[src/rtl/sequential_buffer.sv]
// sequential_buffer
//
// Parametrised circular FIFO driven by level requests. A word is accepted on
// each rising edge of request_write and returned on each rising edge of
// request_read, in first-in-first-out order. Pointers wrap so writes and
// reads may interleave indefinitely. Occupancy, full/empty and sticky error
// flags let the surrounding control pace itself.
//
// Ports:
//   clk            sole clock, rising edge
//   reset          asynchronous, active-high; clears all state
//   request_write  level request; write taken on its rising edge
//   request_read   level request; read taken on its rising edge
//   clear          synchronous flush, active-high, beats all requests
//   data_in        word captured on an accepted write
//   data_out       last word read (registered)
//   correct_read   buffer is non-empty
//   full           count == DEPTH
//   count          number of stored words, 0..DEPTH
//   overflow       sticky: write edge while full
//   underflow      sticky: read edge while empty

module sequential_buffer #(
  parameter int DATA_WIDTH = 8,
  parameter int DEPTH      = 16,
  localparam int AW        = $clog2(DEPTH)
) (
  input  logic                  clk,
  input  logic                  reset,
  input  logic                  request_write,
  input  logic                  request_read,
  input  logic                  clear,
  input  logic [DATA_WIDTH-1:0] data_in,
  output logic [DATA_WIDTH-1:0] data_out,
  output logic                  correct_read,
  output logic                  full,
  output logic [AW:0]           count,
  output logic                  overflow,
  output logic                  underflow
);

  localparam logic [AW:0] FULL_COUNT = (AW+1)'(DEPTH);

  logic [DATA_WIDTH-1:0] mem_q [DEPTH];

  logic                  wr_q, wr_d;
  logic                  rd_q, rd_d;
  logic [AW-1:0]         wr_ptr_q, wr_ptr_d;
  logic [AW-1:0]         rd_ptr_q, rd_ptr_d;
  logic [AW:0]           count_q, count_d;
  logic [DATA_WIDTH-1:0] data_out_q, data_out_d;
  logic                  overflow_q, overflow_d;
  logic                  underflow_q, underflow_d;

  logic wr_edge, rd_edge;
  logic is_full, is_empty;
  logic do_write, do_read;

  // Next-state logic. Full/empty are judged on the pre-edge count, so a
  // simultaneous read lets a write into a full buffer, while on an empty
  // buffer the write lands but the read cannot see it in the same cycle.
  // Clear drops any edges of this cycle, but the request levels are still
  // recorded so those edges are consumed rather than deferred.
  always_comb begin
    wr_edge  = request_write && !wr_q;
    rd_edge  = request_read && !rd_q;
    is_full  = (count_q == FULL_COUNT);
    is_empty = (count_q == '0);
    do_write = !clear && wr_edge && (!is_full || rd_edge);
    do_read  = !clear && rd_edge && !is_empty;

    wr_d        = request_write;
    rd_d        = request_read;
    wr_ptr_d    = wr_ptr_q;
    rd_ptr_d    = rd_ptr_q;
    count_d     = count_q;
    data_out_d  = data_out_q;
    overflow_d  = overflow_q;
    underflow_d = underflow_q;

    if (clear) begin
      wr_ptr_d    = '0;
      rd_ptr_d    = '0;
      count_d     = '0;
      overflow_d  = 1'b0;
      underflow_d = 1'b0;
    end else begin
      if (do_write) begin
        wr_ptr_d = wr_ptr_q + AW'(1);
      end
      if (do_read) begin
        rd_ptr_d   = rd_ptr_q + AW'(1);
        data_out_d = mem_q[rd_ptr_q];
      end
      case ({do_write, do_read})
        2'b10:   count_d = count_q + (AW+1)'(1);
        2'b01:   count_d = count_q - (AW+1)'(1);
        default: count_d = count_q;
      endcase
      if (wr_edge && is_full && !rd_edge) begin
        overflow_d = 1'b1;
      end
      if (rd_edge && is_empty) begin
        underflow_d = 1'b1;
      end
    end
  end

  // Control state. The request history resets to 1 so that a request held
  // high through reset release is not mistaken for a fresh edge.
  always_ff @(posedge clk or posedge reset) begin
    if (reset) begin
      wr_q        <= 1'b1;
      rd_q        <= 1'b1;
      wr_ptr_q    <= '0;
      rd_ptr_q    <= '0;
      count_q     <= '0;
      data_out_q  <= '0;
      overflow_q  <= 1'b0;
      underflow_q <= 1'b0;
    end else begin
      wr_q        <= wr_d;
      rd_q        <= rd_d;
      wr_ptr_q    <= wr_ptr_d;
      rd_ptr_q    <= rd_ptr_d;
      count_q     <= count_d;
      data_out_q  <= data_out_d;
      overflow_q  <= overflow_d;
      underflow_q <= underflow_d;
    end
  end

  // Storage array. It is never reset or flushed; only the pointers and
  // count define which entries are live. Writes are blocked while reset is
  // high so nothing commits on an edge that reset overlaps.
  always_ff @(posedge clk) begin
    if (do_write && !reset) begin
      mem_q[wr_ptr_q] <= data_in;
    end
  end

  assign data_out     = data_out_q;
  assign count        = count_q;
  assign full         = is_full;
  assign correct_read = !is_empty;
  assign overflow     = overflow_q;
  assign underflow    = underflow_q;

endmodule

[config.mk]
export PLATFORM = sky130hd
export DESIGN_NAME = sequential_buffer
export DESIGN_NICKNAME = d
export VERILOG_FILES = /design/src/rtl/sequential_buffer.sv
export SDC_FILE = /design/constraint.sdc
export NUM_CORES = 1
export LEC_CHECK = 0
export CAP_MARGIN = 15
export CORE_MARGIN = 3
export CORE_UTILIZATION = 40
export DETAILED_ROUTE_END_ITERATION = 6
export RECOVER_POWER = 50
export SYNTH_ARGS = -nofsm -noshare
export SYNTH_HDL_FRONTEND = slang
export SYNTH_SLANG_ARGS = --single-unit
[constraint.sdc]
create_clock -name clk -period 2.6 [get_ports clk]
set_input_delay 0.39 -clock clk [delete_from_list [all_inputs] [get_ports clk]]
set_output_delay 0.39 -clock clk [all_outputs]
set_load 0.01 [all_outputs]
* Word-level counts from Yosys, hierarchy flattened
Memory sizes are Yosys's and may differ from the RTL's. A register that Yosys moved wholly into a read port is not among the register bits. Index checks and enable logic that the tools add are counted.
Cells by class: add/sub/neg operators 4, equality and inequality tests 3, multiplexer cells 12, bitwise operators 1, reduce and logical (&&, ||, !) cells 25
Operator list (number):
- two-way mux 4 bit | 4
- logical AND 1 bit | 10
- case mux 5 bit (2 select lines) | 1
- adder 4 x 1 -> 4 bit (second input constant) | 2
- nonzero test 2 bit | 4
- logical NOT 1 bit | 7
- two-way mux 1 bit | 6
- adder 5 x 1 -> 5 bit (second input constant) | 1
- equality test 5 bit (second input constant) | 1
- logical NOT 5 bit | 1
- two-way mux 5 bit | 1
- subtractor 5 x 1 -> 5 bit (second input constant) | 1
- nonzero test 3 bit | 1
- equality test 2 x 1 -> 1 bit (second input constant) | 1
- equality test 2 bit (second input constant) | 1
- AND reduction 2 bit | 1
- logical OR 1 bit | 1
- NOT 1 bit | 1
Word-level totals: register bits after elaboration 17, memory bits (writable) 128, output and inout port bits 17, logic and storage cells 53, memories 1
Memories:
- mem_q | words 16, width 8, read ports 1, clocked after memory_dff 1, wr ports 1, line 44 | logic [DATA_WIDTH-1:0] mem_q [DEPTH];

* Logic depth before layout (Yosys ltp)
Gate-level depths: netlist (run 1).
depth in word-level cells 7, gate-level depth with buffers 10, mapped depth without buffers 9

* Worst setup path before layout (run 1)
No wires, ideal clock.
kind reg2reg, start register count_q[1], in the netlist count[1], end register count_q[4], in the netlist count[4], library setup time 0.119 ns, arrival 2.936 ns, required time 2.481 ns, setup slack -0.455 ns, stages on the path, launching flop included 11, clock period less this slack 3.055 ns, cell sequence dfrtp_1 > buf_6 > nor4_1 > nand2_1 > and3_1 > xor2_1 > ha_1 > or3_1 > a311o_1 > a32oi_1 > a21bo_2
Between the ends: elaborated cells on any way between the ends 14
RTL lines:
- from (decl) | line 50 | logic [AW:0] count_q, count_d;
- from (signal assigned) | line 126 | count_q <= count_d;
- logical NOT 5 bit * | line 68 | is_empty = (count_q == '0);
- logical NOT 1 bit *
- named net correct_read | line 35 | output logic correct_read,
- logical AND 1 bit * | line 70 | do_read = !clear && rd_edge && !is_empty;
- equality test 2 x 1 -> 1 bit / equality test 2 bit (equally long branches) | line 95 | case ({do_write, do_read})
- case mux 5 bit (2 select lines) | line 95
- two-way mux 5 bit | line 81 | if (clear) begin
Mark *: on every way through the listed nets, which the timed path passes. The rest lies on a longest branch. A chain may end at the register's enable or synchronous reset.

* Worst setup path in the final report (run 1)
start input request_read, end register count_q[4], in the netlist count[4]
Between the ends: cells in the longest elaborated chain, start to end 6, elaborated cells on any way between the ends 10
RTL lines:
- from (decl) | line 31 | input logic request_read,
- logical AND 1 bit * | line 66 | rd_edge = request_read && !rd_q;
- logical AND 1 bit / logical OR 1 bit (equally long branches) | line 70, 69
- logical AND 1 bit, on equally long branches | line 70, 69
- equality test 2 x 1 -> 1 bit / equality test 2 bit (equally long branches) | line 95
- case mux 5 bit (2 select lines) | line 95
- two-way mux 5 bit | line 81
Mark *: on every way between the ends. The rest lies on a longest branch, timed or not.

==> results of run 1 <==
==> final cells by class <==
type                       instances  area, sq um
fill                            1259         7670
sequential                       153         4470
multi-input combinational        179         1750
timing repair buffer              72          626
clock buffer                      17          425
tap                              211          264
clock inverter                    12          129
inverter                           8         30.0
==> placed cells by master (no fill, tap or decap), types with 14 or more instances in the layout <==
cell type,instances
dfrtp_1,22
clkdlybuf4s50_1,14
edfxtp_1,128
dlygate4sd3_1,14
nor2_1,27
mux2i_1,18
clkbuf_16,17
buf_4,38
mux4_2,32
nand2_1,18
==> final timing paths <==
kind                                 startpoint                       to  cells after the start
hold / removal             overflow$_DFFE_PP0P_     overflow$_DFFE_PP0P_                      2
min in group asynchronous                 reset  data_out[1]$_DFFE_PP0P_                      3
hold reg to reg            overflow$_DFFE_PP0P_     overflow$_DFFE_PP0P_                      2
setup / recovery                   request_read     count[4]$_DFFE_PP0P_                      9
max in group asynchronous                 reset  rd_ptr_q[1]$_DFFE_PP0P_                      3
setup reg to reg           count[3]$_DFFE_PP0P_     count[4]$_DFFE_PP0P_                      9
==> report_power, final <==
part	internal (uW)	leakage (uW)	switching, uW
sequential	2740	0.00148	70.6
combinational	377	0.000846	396
clock	1390	0.000269	925
total	4510	0.00259	1390
==> stage by stage <==
stage	hold slack [ns]	cell area (sq um)	util [%]
after floorplan	0.394	6370	-
after global placement	0.483	7160	46.6
after detailed placement	0.504	7160	46.6
after CTS	0.431	7710	50.2
after global routing	0.542	7700	50.1
final	0.499	7700	50.1
==> critical path, cell delays in order <==
cell	delay [ns]
dlygate4sd3_1	0.55
nor3b_1	0.31
and3_4	0.25
xor2_1	0.16
ha_2	0.21
a31oi_1	0.11
or3_1	0.33
a32oi_1	0.19
a21bo_2	0.23
==> sequential cells by signal (all words and copies together), names as in the netlist <==
name / flops
count: 5
data_out: 8
mem_q: 128
overflow: 1
rd_ptr_q: 4
rd_q: 1
underflow: 1
wr_ptr_q: 4
wr_q: 1
==> kinds of logic after synthesis <==
logic type / after synthesis
buffers and inverters: 28
adder cells (fa/ha/maj): 7
flip-flops: 153
XOR/XNOR: 4
multiplexers: 51
AO/OA/AOI/OAI: 40
AND/OR/NAND/NOR: 77
==> layer usage <==
metal  vias to the layer above  track usage, %  wire length (microns)
li1                       1576               -                      -
met1                      1750            20.5                   5680
met2                        84            25.0                   6230
met3                         9            4.16                    617
met4                         0            4.49                    123
met5                         -               0                      0
==> impl_metrics.tcl, run 1 <==
set metrics [dict create \
    status "finished clean" \
    htree_levels 4 \
    viasPerCell 5.24 \
    slew_viol_final 0 \
    wl_per_cell_microns 19.4 \
    tightest_slew_ns 1.40 \
    post_synth_xor_area_fraction_pct 0.553 \
    ys_ff_latch 153 \
    dp_cells 623 \
    critPathArrivalTime_ns 2.74 \
    path_class "in2reg" \
    cts-buffers-inserted 17 \
    start_util_pct 41.2 \
    routed_wl_microns 12700 \
    synth-adder-area-share_pct 1.38 \
    max_freq_mhz 410 \
    r2r_slack_ns 0.16 \
    die-area_sq_mm 0.0174 \
    num_vias 3419 \
    grt_pass1_vias 3523 \
    grt_pass1_wl_microns 20100 \
    dp_hpwl_microns 8280 \
    synth_top_area_share_pct 60.7 \
    setup_violations 0 \
    async_flop_share_pct 16.3 \
    yosysTopAreaCell "edfxtp_1" \
    hold_viol 0 \
    cts_hold_buf 0 \
    synth_compound_area_share_pct 5.14 \
    coreArea_sq_mm 0.0154 \
    post_cts_buffers 0 \
    grt_start_max_net_pins 35 \
    synth_top_family_by_area "multiplexers" \
    ir_worst_vdd_mv 0.541 \
    end_kind "flip-flop" \
    synth_edf_count 128 \
    clockBufferDepth 2 \
    synth.mux.area_fraction_pct 14.4 \
    area_growth_pct 21.6 \
    max_cap_violations 0 \
    setup_ws_ns 0.159 \
    min-delay-path-class "reg2reg" \
    power_per_cell_area_mw_per_mm2 767 \
    slew_headroom_pct 6.57 \
    dr.pass1.iters 4 \
    rows 45 \
    fin_tns_setup_ns 0 \
    grt_antenna_before_repair 0 \
    cts_root_buffer "clkbuf_16" \
    worstPathRequired_ns 2.90 \
    yosysSeqAreaShare_pct 70.6 \
    antenna_cells 0 \
    total_power_uw 5910 \
    final_cells 652 \
    netlist_top_cells_count "edfxtp_1, mux4_2, nor2_1, dfrtp_1, nand2_1" \
    dp_slack_ns -0.160 \
    clk_latency_ns 0.41 \
    synth.most_common_cell "edfxtp_1" \
    syn_nets 380 \
    netlist_area_sq_mm 0.00633 \
    die_w_microns 132 \
    clkSinkCount 153 \
    clk_pin_slew_ns 0.06 \
    dr.first_iter.drc_count 233 \
    yosys.area_share.simple_pct 5.83 \
    grt_remaining_overflow 0 \
    ant_nets 0 \
    pin_count 30 \
    post_cts_resized 1 \
    synthCells 360 \
    io_buffer_count 29 \
    cp_max_fo 3 \
    gp_congestion 0.799 \
    synthDistinctLibCells 49 \
    dieHeight_microns 132 \
    leakage_uw 0.00259 \
    nets 451 \
    drive_above_1_share_pct 25.9 \
    grtUsageTotal_pct 15.4 \
    fin_worst_skew_ns 0.00677 \
    synthTopCellsByArea "edfxtp_1, mux4_2, dfrtp_1" \
    cts_tree "yes" \
    drc 0 \
    rsz0062_at_grt "no" \
    period_share_pct 93.9 \
    critPathLaunchType "input port" \
    yosysWarningCount 0 \
    ys.flop_type "edfxtp_1" \
    avgSynthCellArea_sq_um 17.6 \
    period_minus_slack_ns 2.44 \
]
Power figures use the tool's default switching activity.
==> run 2: changes to the inputs <==
SLEW_MARGIN = 15   (was unset)
==> results of run 2 <==
No change in the layout: final DEF, timing and power equal those of run 1.
